[src/rtl/cspi_pkg.sv]
// Shared definitions for the control SPI responder: frame size, FSM states
// and default device/broadcast/status bytes.
package cspi_pkg;

    localparam int FRAME_BITS = 32;

    localparam logic [7:0] DEF_DEV_ID   = 8'h01;
    localparam logic [7:0] DEF_BCAST_ID = 8'hFF;
    localparam logic [7:0] DEF_STATUS   = 8'hA5;

    typedef enum logic [1:0] {
        WAIT_IDLE = 2'd0,
        IDLE      = 2'd1,
        SHIFT     = 2'd2
    } state_t;

endpackage

[src/rtl/cspi_sync_edge.sv]
// Two-flop synchronizer for one asynchronous SPI pin, followed by a
// registered edge detector producing one-cycle rise/fall pulses.
module cspi_sync_edge #(
    parameter logic RST_VAL = 1'b0
) (
    input  logic clk,
    input  logic rst,
    input  logic din,
    output logic lvl,
    output logic rise,
    output logic fall
);

    logic s1;
    logic s2;
    logic prev;

    // Bring the pin into the clk domain.
    always_ff @(posedge clk or posedge rst) begin
        if (rst) begin
            s1 <= RST_VAL;
            s2 <= RST_VAL;
        end else begin
            s1 <= din;
            s2 <= s1;
        end
    end

    // Compare against the previous synchronized value; pulses are registered.
    always_ff @(posedge clk or posedge rst) begin
        if (rst) begin
            prev <= RST_VAL;
            rise <= 1'b0;
            fall <= 1'b0;
        end else begin
            prev <= s2;
            rise <= s2 & ~prev;
            fall <= ~s2 & prev;
        end
    end

    assign lvl = s2;

endmodule

[src/rtl/cspi_slave.sv]
// Control SPI responder: oversamples csn/sck/mosi with clk_sys, shifts in
// 32-bit command frames, filters them by device ID and strobes cmd_vld.
// MISO returns STATUS followed by a one-byte-delayed echo of the frame.
module cspi_slave
    import cspi_pkg::*;
#(
    parameter logic [7:0] DEV_ID   = DEF_DEV_ID,
    parameter logic [7:0] BCAST_ID = DEF_BCAST_ID,
    parameter logic [7:0] STATUS   = DEF_STATUS
) (
    input  logic       clk_sys,
    input  logic       rst,
    input  logic       cspi_csn,
    input  logic       cspi_sck,
    input  logic       cspi_mosi,
    output logic       cspi_miso,
    output logic [7:0] cmd_dev_id,
    output logic [7:0] cmd_mod_id,
    output logic [7:0] cmd_addr,
    output logic [7:0] cmd_data,
    output logic       cmd_vld,
    output logic       frm_err,
    output state_t     fsm_state
);

    localparam logic [5:0] CNT_FULL = 6'(FRAME_BITS);
    localparam logic [5:0] CNT_SAT  = 6'(FRAME_BITS + 1);

    logic csn_lvl, csn_rise, csn_fall;
    logic sck_lvl, sck_rise, sck_fall;
    logic mosi_s1, mosi_s2;

    state_t      state, next_state;
    logic [5:0]  bit_cnt;
    logic [31:0] rx;
    logic [7:0]  tx;
    logic [1:0]  settle_cnt;

    logic bus_idle;
    logic id_match;
    logic start, shift_rx, shift_tx, accept, bad_len;

    cspi_sync_edge #(.RST_VAL(1'b1)) u_csn (
        .clk  (clk_sys),
        .rst  (rst),
        .din  (cspi_csn),
        .lvl  (csn_lvl),
        .rise (csn_rise),
        .fall (csn_fall)
    );

    cspi_sync_edge #(.RST_VAL(1'b0)) u_sck (
        .clk  (clk_sys),
        .rst  (rst),
        .din  (cspi_sck),
        .lvl  (sck_lvl),
        .rise (sck_rise),
        .fall (sck_fall)
    );

    // MOSI only needs synchronizing; it is sampled on the sck rise pulse.
    always_ff @(posedge clk_sys or posedge rst) begin
        if (rst) begin
            mosi_s1 <= 1'b0;
            mosi_s2 <= 1'b0;
        end else begin
            mosi_s1 <= cspi_mosi;
            mosi_s2 <= mosi_s1;
        end
    end

    // Bus idle = deselected with sck at its mode-0 rest level.
    assign bus_idle = csn_lvl & ~sck_lvl;
    assign id_match = (rx[31:24] == DEV_ID) || (rx[31:24] == BCAST_ID);

    // State register.
    always_ff @(posedge clk_sys or posedge rst) begin
        if (rst) state <= WAIT_IDLE;
        else     state <= next_state;
    end

    // Next state and per-cycle datapath controls; csn rise beats any sck edge.
    always_comb begin
        next_state = state;
        start      = 1'b0;
        shift_rx   = 1'b0;
        shift_tx   = 1'b0;
        accept     = 1'b0;
        bad_len    = 1'b0;
        case (state)
            WAIT_IDLE: begin
                // Synchronizer flops reset high, so require three consecutive
                // idle samples: a csn held low through reset is not mistaken
                // for a fresh frame start.
                if (bus_idle && settle_cnt == 2'd2) next_state = IDLE;
            end
            IDLE: begin
                if (csn_fall) begin
                    next_state = SHIFT;
                    start      = 1'b1;
                end
            end
            SHIFT: begin
                if (csn_rise) begin
                    next_state = IDLE;
                    if (bit_cnt == CNT_FULL) accept  = id_match;
                    else                     bad_len = 1'b1;
                end else begin
                    shift_rx = sck_rise;
                    shift_tx = sck_fall;
                end
            end
            default: next_state = WAIT_IDLE;
        endcase
    end

    // Count consecutive idle cycles while waiting for a clean bus.
    always_ff @(posedge clk_sys or posedge rst) begin
        if (rst) begin
            settle_cnt <= 2'd0;
        end else if (state == WAIT_IDLE && bus_idle) begin
            if (settle_cnt != 2'd2) settle_cnt <= settle_cnt + 2'd1;
        end else begin
            settle_cnt <= 2'd0;
        end
    end

    // Receive side: bit counter (saturating) and rx shifter.
    always_ff @(posedge clk_sys or posedge rst) begin
        if (rst) begin
            bit_cnt <= 6'd0;
            rx      <= 32'd0;
        end else if (start) begin
            bit_cnt <= 6'd0;
        end else if (shift_rx) begin
            rx <= {rx[30:0], mosi_s2};
            if (bit_cnt != CNT_SAT) bit_cnt <= bit_cnt + 6'd1;
        end
    end

    // Transmit side: STATUS first, then echo each completed byte.
    always_ff @(posedge clk_sys or posedge rst) begin
        if (rst) begin
            tx <= 8'd0;
        end else if (start) begin
            tx <= STATUS;
        end else if (shift_tx) begin
            if (bit_cnt == 6'd8 || bit_cnt == 6'd16 || bit_cnt == 6'd24) tx <= rx[7:0];
            else                                                          tx <= {tx[6:0], 1'b0};
        end
    end

    // Command outputs: fields hold until the next accepted frame.
    always_ff @(posedge clk_sys or posedge rst) begin
        if (rst) begin
            cmd_dev_id <= 8'd0;
            cmd_mod_id <= 8'd0;
            cmd_addr   <= 8'd0;
            cmd_data   <= 8'd0;
            cmd_vld    <= 1'b0;
            frm_err    <= 1'b0;
        end else begin
            cmd_vld <= accept;
            frm_err <= bad_len;
            if (accept) begin
                cmd_dev_id <= rx[31:24];
                cmd_mod_id <= rx[23:16];
                cmd_addr   <= rx[15:8];
                cmd_data   <= rx[7:0];
            end
        end
    end

    assign cspi_miso = (state == SHIFT) ? tx[7] : 1'b0;
    assign fsm_state = state;

endmodule
[config.mk]
export PLATFORM = sky130hd
export DESIGN_NAME = cspi_slave
export DESIGN_NICKNAME = d
export VERILOG_FILES = /design/src/rtl/cspi_pkg.sv /design/src/rtl/cspi_sync_edge.sv /design/src/rtl/cspi_slave.sv
export SDC_FILE = /design/constraint.sdc
export NUM_CORES = 1
export LEC_CHECK = 0
export CAP_MARGIN = 20
export CORE_UTILIZATION = 60
export CTS_CLUSTER_DIAMETER = 200
export DETAILED_ROUTE_END_ITERATION = 8
export PLACE_DENSITY_LB_ADDON = 0.2
export SYNTH_ARGS = -nofsm -noshare
export SYNTH_HDL_FRONTEND = slang
export SYNTH_HIERARCHICAL = 1
export SYNTH_SLANG_ARGS = --single-unit
[constraint.sdc]
create_clock -name clk_sys -period 7.6 [get_ports clk_sys]
set_input_delay 0.76 -clock clk_sys [delete_from_list [all_inputs] [get_ports clk_sys]]
set_output_delay 0.76 -clock clk_sys [all_outputs]
set_load 0.005 [all_outputs]
; Yosys cells after proc, flatten, opt, wreduce, memory -nomap -nowiden
; Index checks and enable logic that the tools add are counted.
[classes]
add_sub_neg = 2
n_mul = 0
div = 0
magnitude_cmp = 0
eq_ne = 15
shifts = 0
mux = 25
bitwise_logic = 10
n_reduce_logical = 12
[op_table]
columns = cell, count
row1 = 8-bit two-way mux, 3
row2 = 6-bit two-way mux, 3
row3 = 1-bit two-way mux, 13
row4 = 6-bit by 5-bit == test with 1-bit output (second input constant), 2
row5 = 2-bit two-way mux, 5
row6 = 8-bit by 1-bit == test with 1-bit output (second input constant), 1
row7 = 8-bit == test (second input constant), 1
row8 = 6-bit by 1-bit adder with 6-bit output (second input constant), 1
row9 = 6-bit by 4-bit == test with 1-bit output (second input constant), 1
row10 = 6-bit == test (second input constant), 1
row11 = 2-bit by 1-bit != test with 1-bit output (second input constant), 3
row12 = 6-bit != test (second input constant), 1
row13 = 2-bit case mux with 3 select lines, 1
row14 = 2-bit nonzero test, 3
row15 = 1-bit bitwise AND, 5
row16 = 1-bit NOT, 5
row17 = 2-bit == test (second input constant), 2
row18 = 2-bit != test (second input constant), 2
row19 = 2-bit AND reduction, 2
row20 = 1-bit logical OR, 3
row21 = 3-bit AND reduction, 1
row22 = 2-bit by 1-bit adder with 2-bit output (second input constant), 1
row23 = 2-bit by 1-bit == test with 1-bit output (second input constant), 1
row24 = 1-bit logical AND, 2
row25 = 2-bit zero test, 1
[totals]
reg_bits = 96
latchBits = 0
ram_bits = 0
mem_bits_ro = 0
in_bits = 5
output_inout_bits = 37
wordCells = 87
memories = 0

; Depth between registers and ports, before layout
; Gate-level depths: netlist of run 1.
[logic_depth]
depth_word = 6
depth_mapped = 7
ltp_nobuf = 6

; By module
; The synthesis of run 1 kept the hierarchy.
[modules_own_cells]
columns = mod, n_inst, cells_per_inst, area_each_um2, seq_area_each_um2
row1 = cspi_slave, 1, 251, 3597.2, 2152.1
row2 = cspi_sync_edge at u_csn, 1, 8, 147.6, 128.9
row3 = cspi_sync_edge at u_sck, 1, 8, 143.9, 125.1

; Worst setup path before layout of run 1
; OpenSTA, ideal clock, no wires.
[synth_path]
path_type = reg-to-reg
from = register rx[26]
to = register cmd_addr[0]
setup_time_ps = 125
t_arrival_ps = 1747
required_time_ps = 7475
path_slack_ps = 5728
stages_incl_launch_ff = 6
n_path_buf = 1
period_less_slack_ps = 1872
path_cell_list = dfrtp_1 or4_1 nor4_2 o211ai_2 buf_6 mux2_4
[synth_between]
elab_chain_cells = 5
word_cells_on_any_way = 6
cone_classes = eq/ne (2) / mux (3) / reduce/logical (1)
[synth_lines]
columns = element, line
row1 = start: declaration, cspi_slave.sv:35  ; logic [31:0] rx;
row2 = start signal: assignment, cspi_slave.sv:136  ; rx <= {rx[30:0], mosi_s2};
row3 = 8-bit by 1-bit == test with 1-bit output / 8-bit == test (equally long branches), cspi_slave.sv:74  ; assign id_match = (rx[31:24] == DEV_ID) || (rx[31:24] == BCAST_ID);
row4 = 1-bit logical OR *, cspi_slave.sv:74
row5 = 1-bit two-way mux *, cspi_slave.sv:106  ; if (bit_cnt == CNT_FULL) accept = id_match;
row6 = 1-bit two-way mux *, cspi_slave.sv:104  ; if (csn_rise) begin
row7 = 1-bit two-way mux *, cspi_slave.sv:90  ; case (state)
row8 = end signal: assignment, cspi_slave.sv:168  ; cmd_addr <= rx[15:8];
row9 = end: declaration, cspi_slave.sv:19  ; output logic [7:0] cmd_addr,
; Mark *: on every way between the ends. The rest lies on a longest branch, timed or not.
; A chain may end at the register's enable or synchronous reset.

; Worst setup path after layout of run 1
[layout_path]
from = register state[0], in the netlist fsm_state[0]
to = output port cspi_miso
[layout_between]
elab_chain_cells = 2
[layout_lines]
columns = element, line
row1 = start: declaration, cspi_slave.sv:33  ; state_t state, next_state;
row2 = start signal: assignment, cspi_slave.sv:79  ; else state <= next_state;
row3 = 2-bit == test, cspi_slave.sv:174  ; assign cspi_miso = (state == SHIFT) ? tx[7] : 1'b0;
row4 = 1-bit two-way mux, cspi_slave.sv:174
row5 = end: declaration, cspi_slave.sv:16  ; output logic cspi_miso,
; No other way between the ends.

==> run_results.csv, run 1 <==
group,metric,value,unit
status,outcome,"completed",
sta,relSlewSlack,61.2,%
finish,syn_to_final_growth,18.7,%
synth,ys_seq_area_share,61.9,%
clocking,cts_resized,0,
finish,antenna_cells,0,
route,drt-total-wl,6210,um
clocking,insertion_delay,0.35,ns
clocking,cts_tree,"built",
global_routing,grt_max_degree,87,
setup_path,slowest_delay,0.51,ns
synth,yosys_most_used_dff,"dfrtp_1",
global_routing,gr-total-overflow,0,
clocking,ctsRootBufferMaster,"clkbuf_8",
worst_hold_path,hold_class,"reg2reg",
route,drc,0,
synth,synth_nets,276,
sta,slew_violations,0,
route,vias,2135,
synth,avgSynthCellArea,14.6,um^2
sta,tightestPinTransition,0.583,ns
synth,synth_cell_type_count,35,
setup_path,worstSetupPathType,"reg2out",
synth,syn_area,0.00389,mm^2
synth,synth_edf_count,0,
finish,multiInputGateArea,0.00139,mm^2
pwr,combPwrFrac,11.1,%
setup_path,cp_num_buf_inv,1,
synth,yosys.area.top_type,"dfrtp_1",
synth,synth_common_cells,"dfrtp_1, mux2_2, mux2_4",
global_routing,grt_pass1_vias,2141,
global_routing,grt_pass1_wl,10400,um
die,die-area,0.00681,mm^2
setup_path,cp.arrival,1.69,ns
sta,timing.fmax,409,MHz
synth,synthArstFlopShare,100,%
clocking,clk_pin_slew,0.08,ns
flow_run,drv_cap,0,
sta,grt_setup_unrepaired,"no",
setup_path,slowest_stage,"dfrtp_1",
pwr,p_seq_share,55.0,%
finish,final.fill_count,390,
synth,yosysWarnings,6,
finish,nets,320,
clocking,clock_sinks,96,
sta,tns,0,ns
sta,holdWs,0.356,ns
die,dieHeight,82.5,um
die,io_pins,42,
placement,gp_congestion,0.764,
clocking,htreeDepth,3,
placement,place_hpwl,3950,um
sta,final_hold_viol_count,0,
pwr,clkPwrFrac,33.9,%
finish,regArea,0.00241,mm^2
setup_path,critPathRequiredTime,6.84,ns
route,first_pass_iters,6,
setup_path,start_kind,"flop",
setup_path,cp_max_fo,10,
finish,layout-drive-gt1-share,29.5,%
synth,synth_top_area_share,59.8,%
sta,fin_skew,0.00889,ns
sta,post-route-min-period,2.45,ns
global_routing,antenna_found_initial,0,
synth,yosysMostFrequentCell,"dfrtp_1",
die,num_rows,28,
setup_path,crit_chain,"nand2b_1 > nor2_1 > clkdlybuf4s50_1",
pwr,p_sw,262,uW
pwr,netSwitchingFraction,24.7,%
clocking,clk_path_buf_depth,2,
pwr,peakVddDrop,0.000208,V
die,start_util,63.8,%
route,ant_nets,0,
route,wl_per_cell,15.9,um
die,core_area,0.00610,mm^2
pwr,internal_power,799,uW
sta,setup-violations-final,0,
setup_path,critical-path-top-delay-family,"flip-flops",
die,die-width,82.5,um
synth,synthTopCellsByArea,"dfrtp_1, mux2_4, mux2_2",
synth,ys_seq_elements,96,
setup_path,endpoint_kind,"output port",
clocking,cts_buffers,9,
clocking,postCtsSetupBuffers,0,
placement,numPortBuffers,41,
synth,synthCells,267,
route,dr.first_iter.drc_count,117,
global_routing,grt.total_usage,20.9,%
sta,min_period_over_period,32.2,%
pwr,p_leak,0.00232,uW
pwr,pwr_density_cell,230,mW/mm^2
finish,final_util,75.7,%
route,drt-vias-per-instance,5.47,
clocking,cts_hold_buf,0,
==> path summary, 6_finish.rpt <==
| check | from | to | slack, ns | cells past startpoint |
|---|---|---|---|---|
| setup / recovery | fsm_state[0]$_DFFE_PP0P_ | cspi_miso | 5.15 | 3 |
| hold / removal | u_sck/s1$_DFF_PP0_ | u_sck/lvl$_DFF_PP0_ | 0.36 | 0 |
| setup reg to reg | rx[26]$_DFFE_PP0P_ | cmd_mod_id[0]$_DFFE_PP0P_ | 5.40 | 5 |
| hold reg to reg | u_sck/s1$_DFF_PP0_ | u_sck/lvl$_DFF_PP0_ | 0.36 | 0 |
| max in group asynchronous | rst | rx[17]$_DFFE_PP0P_ | 6.14 | 4 |
| min in group asynchronous | rst | u_sck/lvl$_DFF_PP0_ | 0.68 | 2 |
==> cell usage in the layout (no fill, tap or decap) <==
cell / Yosys / final
o31a_1: 1 / 1
nor3_1: 3 / 3
clkinvlp_4: 0 / 1
nand3b_1: 1 / 1
nand3_1: 8 / 8
nor4_1: 2 / 2
dfstp_2: 3 / 3
clkinv_4: 0 / 1
ha_1: 4 / 4
or3b_2: 2 / 2
nor4bb_4: 0 / 1
nor2_1: 11 / 11
xor2_1: 2 / 2
clkinv_2: 0 / 2
nor4_2: 1 / 1
inv_1: 11 / 10
xnor2_1: 1 / 1
nand4_1: 4 / 4
mux2i_1: 9 / 9
buf_16: 0 / 1
or2_2: 1 / 1
o21ai_0: 10 / 10
clkdlybuf4s50_1: 0 / 41
and3_1: 3 / 3
nor2b_1: 3 / 3
nand2_1: 5 / 5
nand2b_1: 3 / 3
nor3b_1: 1 / 1
mux2_4: 28 / 28
buf_4: 0 / 3
bufinv_16: 0 / 2
o31ai_1: 1 / 1
or4_1: 1 / 1
a21oi_1: 5 / 5
clkbuf_8: 0 / 10
mux2_2: 34 / 34
and2b_2: 2 / 2
dfrtp_1: 93 / 93
o211ai_4: 0 / 1
==> power by group through the flow <==
stage               clock network (uW)  registers (uW)  logic, uW
finish                             360             583        118
global route                       386             588        137
CTS                                367             583        118
detailed placement                   0             593        119
global placement                     0             590        115
floorplan                            0             575       93.9
==> flip-flops by register name, summed over array words and instances (netlist names), 2 cells and up <==
register    flops
rx             32
cmd_addr        8
cmd_data        8
cmd_dev_id      8
cmd_mod_id      8
tx              8
bit_cnt         6
fsm_state       2
settle_cnt      2
==> per-stage QoR <==
step,instance area (um^2),worst slack [ns],cells,power [uW]
global placement,4370,5.39,374,705
CTS,4590,5.12,389,1070
global route,4610,5.02,390,1110
floorplan,3890,4.62,267,669
detailed placement,4370,5.36,374,711
finish,4610,5.15,390,1060
==> cell type report <==
| class | instances | share of cell area [%] |
|---|---|---|
| clock buffers | 10 | 2.98 |
| clock inverters | 5 | 1.76 |
| inverters | 11 | 0.922 |
| multi-input cells | 148 | 30.2 |
| flip-flops and latches | 96 | 52.1 |
| well taps | 75 | 2.03 |
| repair buffers | 45 | 9.98 |
==> kinds of logic after synthesis <==
group | synth area share (%)
XOR/XNOR | 0.676
flip-flops | 61.9
multiplexers | 23.0
AO/OA/AOI/OAI | 2.67
buffers and inverters | 2.93
adder cells (fa/ha/maj) | 1.29
AND/OR/NAND/NOR | 7.59
==> layer usage <==
metal  wire, um  vias up  global-route usage, %  part of all wire (%)
met2       2840       38                   31.3                    46
met3        183        4                   6.26                   2.9
met1       3150     1079                   29.7                    51
li1           -     1014                      -                     -
met4         44        0                   5.69                  0.71
met5          0        -                      0                     0
==> worst reg2reg max path: cells and delay by family (launching register included) <==
kind | cells | cell delay (ns)
compound gates | 1 | 0.10
buf+inv | 1 | 0.31
flops | 1 | 0.42
simple gates | 2 | 0.86
mux | 1 | 0.40
(Power assumes the default switching activity.)
==> inputs of run 2 (changes only) <==
--- a/config.mk
+++ b/config.mk
@@ -6,7 +6,7 @@
 export NUM_CORES = 1
 export LEC_CHECK = 0
 export CAP_MARGIN = 20
-export CORE_UTILIZATION = 60
+export CORE_UTILIZATION = 56
 export CTS_CLUSTER_DIAMETER = 200
 export DETAILED_ROUTE_END_ITERATION = 8
 export PLACE_DENSITY_LB_ADDON = 0.2
==> constraint.sdc (replaced) <==
create_clock -name clk_sys -period 2.4 [get_ports clk_sys]
set_input_delay 0.24 -clock clk_sys [delete_from_list [all_inputs] [get_ports clk_sys]]
set_output_delay 0.24 -clock clk_sys [all_outputs]
set_load 0.005 [all_outputs]
==> run 2 against run 1 <==
Clock skew fell by 0.0024 ns. Core utilization down 7.5 points. Setup slack got worse by 4.8 ns. Die area increased by 7.0%. Sequential power rose to 3.2 times the previous value. Global-route usage shrank 1.9 points. Routed wire length is 3.1% lower. Critical path type is now reg2reg. Largest cell class unchanged. Highest routed layer unchanged.
==> run_results.csv, run 2 (synthesis results as in run 1) <==
group,metric,value,unit
setup_path,crit-reg2reg-launch,"rx[27]$_DFFE_PP0P_",
worst_hold_path,hold_class,"in2async",
global_routing,grt_max_degree,54,
pwr,netSwitchingFraction,27.9,%
pwr,p_leak,0.00231,uW
finish,final_util,68.2,%
sta,final_hold_viol_count,0,
finish,final_common_cell,"dfrtp_1",
die,die-area,0.00728,mm^2
setup_path,cp_max_fo,33,
setup_path,critPathRequiredTime,2.65,ns
setup_path,crit_chain,"or4_1 > nor4_2 > o211ai_4 > buf_12 > mux2_4",
pwr,internal_power,2320,uW
sta,relSlewSlack,67.6,%
placement,place_ws,0.413,ns
pwr,peakVddDrop,0.000385,V
sta,grt_setup_unrepaired,"no",
pwr,pwr_density_cell,700,mW/mm^2
status,outcome,"completed",
sta,fin_skew,0.00652,ns
route,dr.first_iter.drc_count,99,
sta,setup_ws,0.393,ns
global_routing,grt.total_usage,19.0,%
pwr,clkPwrFrac,31.0,%
pwr,combPwrFrac,11.9,%
clocking,clk_pin_slew,0.10,ns
clocking,cts_buffers,9,
clocking,cts_resized,0,
sta,timing.fmax,498,MHz
finish,antenna_cells,0,
finish,final_cell_mix,"dfrtp_1, clkdlybuf4s50_1, mux2_2, mux2_4, nor2_1",
route,first_pass_iters,4,
die,die-width,85.3,um
setup_path,r2r_cells,5,
clocking,insertion_delay,0.36,ns
global_routing,antenna_found_initial,0,
setup_path,r2r_end,"cmd_addr[3]$_DFFE_PP0P_",
finish,design_area,0.00461,mm^2
setup_path,slowest_stage,"or4_1",
finish,nets,320,
flow_run,drv_cap,0,
clocking,cts_hold_buf,0,
pwr,p_seq_share,57.2,%
sta,setup-violations-final,0,
sta,tightestPinTransition,0.484,ns
route,wl_per_cell,15.2,um
clocking,postCtsSetupBuffers,0,
clocking,clock_sinks,96,
clocking,ctsRootBufferMaster,"clkbuf_8",
placement,place_hpwl,4080,um
die,start_util,57.6,%
pwr,p_sw,901,uW
setup_path,start_kind,"flop",
sta,min_period_over_period,83.6,%
pwr,p_total,3230,uW
setup_path,slowest_delay,0.53,ns
clocking,htreeDepth,3,
sta,post-route-min-period,2.01,ns
global_routing,grt_pass1_wl,10500,um
placement,numPortBuffers,41,
placement,gp_congestion,0.729,
global_routing,grt_pass1_vias,2157,
route,vias,2163,
setup_path,endpoint_kind,"flop",
sta,slew_violations,0,
finish,largest_reg_flops,32,
route,drt-vias-per-instance,5.46,
setup_path,ff2ff_setup_slack,0.39,ns
die,io_pins,42,
die,dieHeight,85.3,um
setup_path,cp.arrival,2.26,ns
route,drt-total-wl,6020,um
finish,layout-drive-gt1-share,29.7,%
route,drc,0,
route,ant_nets,0,
finish,syn_to_final_growth,18.5,%
setup_path,worstSetupPathType,"reg2reg",
clocking,clk_path_buf_depth,2,
die,core_area,0.00676,mm^2
die,num_rows,30,
placement,placed_cell_area,0.00442,mm^2
global_routing,gr-total-overflow,0,
clocking,cts_tree,"built",
finish,largest-register,"rx",
sta,tns,0,ns
run 2: stage by stage:
stage                     hold slack, ns  std cells
final                              0.184        396
after global routing               0.231        396
after CTS                          0.190        396
after detailed placement           0.339        380
after global placement             0.331        380
after floorplan                   0.0163        267
run 2: final cells by class:
cell class                      instances  area, um^2
Inverter                               11        45.0
Sequential cell                        96        2410
Fill cell                             513        2150
Clock buffer                            9         124
Multi-Input combinational cell        148        1390
Timing Repair Buffer                   45         478
Tap cell                               80         100
Clock inverter                          7        63.8
run 2: worst max-delay path, delay by kind of cell, from the launching register on:
kind            cells  cell delay (ns)
simple gates        2             0.80
mux                 1             0.32
buf+inv             1             0.20
compound gates      1             0.12
flops               1             0.44
run 2: layer usage:
| metal | wire length (um) | GRT usage [%] | share of wire [%] | up-vias |
|---|---|---|---|---|
| li1 | - | - | - | 1022 |
| met4 | 80 | 8.18 | 1.3 | 0 |
| met1 | 2840 | 26.7 | 47 | 1093 |
| met5 | 0 | 0 | 0 | - |
| met3 | 160 | 4.09 | 2.7 | 10 |
| met2 | 2930 | 28.9 | 49 | 38 |
run 2: worst max-delay path by stage:
stage / cells after the start / start / end
after floorplan: 5 / rx[26]$_DFFE_PP0P_ / cmd_addr[0]$_DFFE_PP0P_
after global placement: 5 / rx[26]$_DFFE_PP0P_ / cmd_addr[5]$_DFFE_PP0P_
after global routing: 3 / fsm_state[0]$_DFFE_PP0P_ / cspi_miso
after CTS: 5 / rx[27]$_DFFE_PP0P_ / cmd_data[2]$_DFFE_PP0P_
final: 5 / rx[27]$_DFFE_PP0P_ / cmd_addr[3]$_DFFE_PP0P_
after detailed placement: 5 / rx[27]$_DFFE_PP0P_ / cmd_dev_id[3]$_DFFE_PP0P_
run 2: power by group through the flow:
stage                     Clock (uW)  Combinational [uW]  Sequential (uW)
after global placement             0                 376             1870
after floorplan                    0                 298             1820
after CTS                       1020                 391             1840
after global routing            1090                 444             1870
final                            999                 383             1840
after detailed placement           0                 391             1880
==> inputs of run 3 (changes only) <==
--- a/config.mk
+++ b/config.mk
@@ -6,7 +6,7 @@
 export NUM_CORES = 1
 export LEC_CHECK = 0
 export CAP_MARGIN = 20
-export CORE_UTILIZATION = 56
+export CORE_UTILIZATION = 50
 export CTS_CLUSTER_DIAMETER = 200
 export DETAILED_ROUTE_END_ITERATION = 8
 export PLACE_DENSITY_LB_ADDON = 0.2
==> constraint.sdc (replaced) <==
create_clock -name clk_sys -period 1.7 [get_ports clk_sys]
set_input_delay 0.17 -clock clk_sys [delete_from_list [all_inputs] [get_ports clk_sys]]
set_output_delay 0.17 -clock clk_sys [all_outputs]
set_load 0.005 [all_outputs]
==> run 3 against run 2 <==
The run now ends with negative setup slack left. Core utilization fell by 2.7 points. Power up 52%. Design area is 4.8% higher. Cell count grew 9.1%. Combinational power increased by 88%. Maximum frequency grew 7.1%. Clock power up 66%. Routed wire length rose by 5.3%. Critical path depth is the same. Non-clock buffer count grew 17. Critical path type unchanged. Register-to-register slack got worse by 0.57 ns.
==> run_results.csv, run 3 (synthesis results as in run 1) <==
group,metric,value,unit
finish,final_cell_mix,"dfrtp_1, clkdlybuf4s50_1, mux2_2, mux2_4, buf_4",
sta,relSlewSlack,73.1,%
finish,final_util,65.5,%
sta,fin_skew,0.00579,ns
pwr,p_leak,0.00244,uW
setup_path,start_kind,"flop",
placement,place_ws,-0.209,ns
route,drt-total-wl,6340,um
finish,final_common_cell,"dfrtp_1",
pwr,pwr_density_cell,1020,mW/mm^2
clocking,clock_sinks,96,
placement,place_hpwl,4430,um
clocking,clk_path_buf_depth,2,
setup_path,endpoint_kind,"flop",
setup_path,cp_max_fo,25,
route,vias,2202,
placement,gp_congestion,0.757,
flow_run,drv_cap,0,
setup_path,worstSetupPathType,"reg2reg",
route,ant_nets,0,
setup_path,critPathRequiredTime,1.94,ns
sta,slew_violations,0,
pwr,p_seq_share,51.6,%
finish,final_cells,432,
route,drt-vias-per-instance,5.10,
die,io_pins,42,
finish,antenna_cells,0,
worst_hold_path,hold_class,"in2async",
clocking,clk_pin_slew,0.09,ns
placement,numPortBuffers,41,
sta,min_period_over_period,110,%
placement,dp.cells,413,
finish,layout-drive-gt1-share,33.6,%
finish,largest_reg_flops,32,
global_routing,grt_pass1_vias,2162,
status,violations,"negative setup slack",
sta,post-route-min-period,1.87,ns
finish,syn_to_final_growth,24.2,%
sta,setup-violations-final,31,
global_routing,grt.total_usage,17.1,%
pwr,clkPwrFrac,33.8,%
sta,timing.fmax,534,MHz
finish,largest-register,"rx",
setup_path,cp.arrival,2.11,ns
status,outcome,"finished, violations left",
global_routing,gr-total-overflow,0,
pwr,p_sw,1200,uW
sta,tightestPinTransition,0.403,ns
global_routing,grt_max_degree,43,
clocking,htreeDepth,3,
die,die-area,0.00813,mm^2
clocking,ctsRootBufferMaster,"clkbuf_8",
route,drc,0,
pwr,internal_power,3710,uW
route,wl_per_cell,14.7,um
sta,grt_setup_unrepaired,"yes",
pwr,combPwrFrac,14.6,%
sta,final_hold_viol_count,0,
global_routing,grt_pass1_wl,10900,um
global_routing,antenna_found_initial,0,
clocking,cts_buffers,9,
die,start_util,52.8,%
die,core_area,0.00737,mm^2
die,die-width,90.2,um
pwr,netSwitchingFraction,24.5,%
die,num_rows,31,
sta,setup_ws,-0.174,ns
pwr,peakVddDrop,0.000736,V
clocking,insertion_delay,0.35,ns
clocking,cts_tree,"built",
die,dieHeight,90.2,um
finish,nets,337,
route,first_pass_iters,4,
route,dr.first_iter.drc_count,64,
run 3: changes by cell type in the layout (fill, tap and decap cells not counted), moves of 2 or more:
cell	before	now
clkbuf_8	9	11
bufinv_16	0	2
clkinvlp_4	3	1
inv_8	2	0
buf_4	1	15
buf_6	0	3
clkinv_2	0	2
inv_6	2	0
run 3: cell type report:
class	instances	area, um^2
flip-flops and latches	96	2410
repair buffers	62	616
clock buffers	11	151
inverters	11	45.0
clock inverters	5	78.8
well taps	99	124
multi-input cells	148	1410
fillers	542	2540
run 3: timing repair:
action / in CTS / in global routing
gates cloned: 0 / 0
pin swaps: 1 / 1
hold buffers: 0 / 0
gates resized for setup: 5 / 2
setup endpoints to repair: 39 / 61
endpoints found under the hold margin: 0 / 0
setup buffers: 1 / 2
run 3: per-layer routing:
metal  global-route usage [%]  routed length (um)  vias up
met1                     23.6                3040     1110
met5                        0                   0        -
met3                     4.40                 183        7
met4                     6.05                  72        0
met2                     26.4                3040       32
li1                         -                   -     1053
run 3: critical path: stages, from the launching register on:
cell	delay (ns)
dfrtp_1	0.39
or4_4	0.55
nor4_4	0.19
o211ai_4	0.12
buf_12	0.19
mux2_4	0.31
run 3: final timing paths:
path	from	endpoint	slack, ns	depth (start not counted)
max	rx[26]$_DFFE_PP0P_	cmd_dev_id[5]$_DFFE_PP0P_	-0.17	5
min	rst	u_csn/rise$_DFF_PP0_	0.11	2
max reg2reg	rx[26]$_DFFE_PP0P_	cmd_dev_id[5]$_DFFE_PP0P_	-0.17	5
min reg2reg	mosi_s1$_DFF_PP0_	mosi_s2$_DFF_PP0_	0.35	0
max in group asynchronous	rst	rx[25]$_DFFE_PP0P_	0.96	3
min in group clk_sys	cspi_csn	u_csn/s1$_DFF_PP1_	0.22	1
run 3: metrics by stage:
step	TNS (ns)	power, uW	area (um^2)	hold slack, ns
after global placement	-6.11	3260	4550	0.334
after global routing	-6.68	5170	4830	0.149
after floorplan	-4.77	2990	3900	-0.0537
after detailed placement	-6.41	3280	4550	0.336
after CTS	-5.21	4970	4810	0.102
final	-4.71	4910	4830	0.113
run 3: power groups by stage:
| stage | Clock, uW | Sequential, uW | Combinational [uW] |
|---|---|---|---|
| 2_1_floorplan | 0 | 2570 | 421 |
| 3_5_place_dp | 0 | 2590 | 697 |
| 4_1_cts | 1710 | 2530 | 726 |
| 3_3_place_gp | 0 | 2580 | 675 |
| 5_1_grt | 1810 | 2560 | 810 |
| 6_report | 1660 | 2530 | 719 |
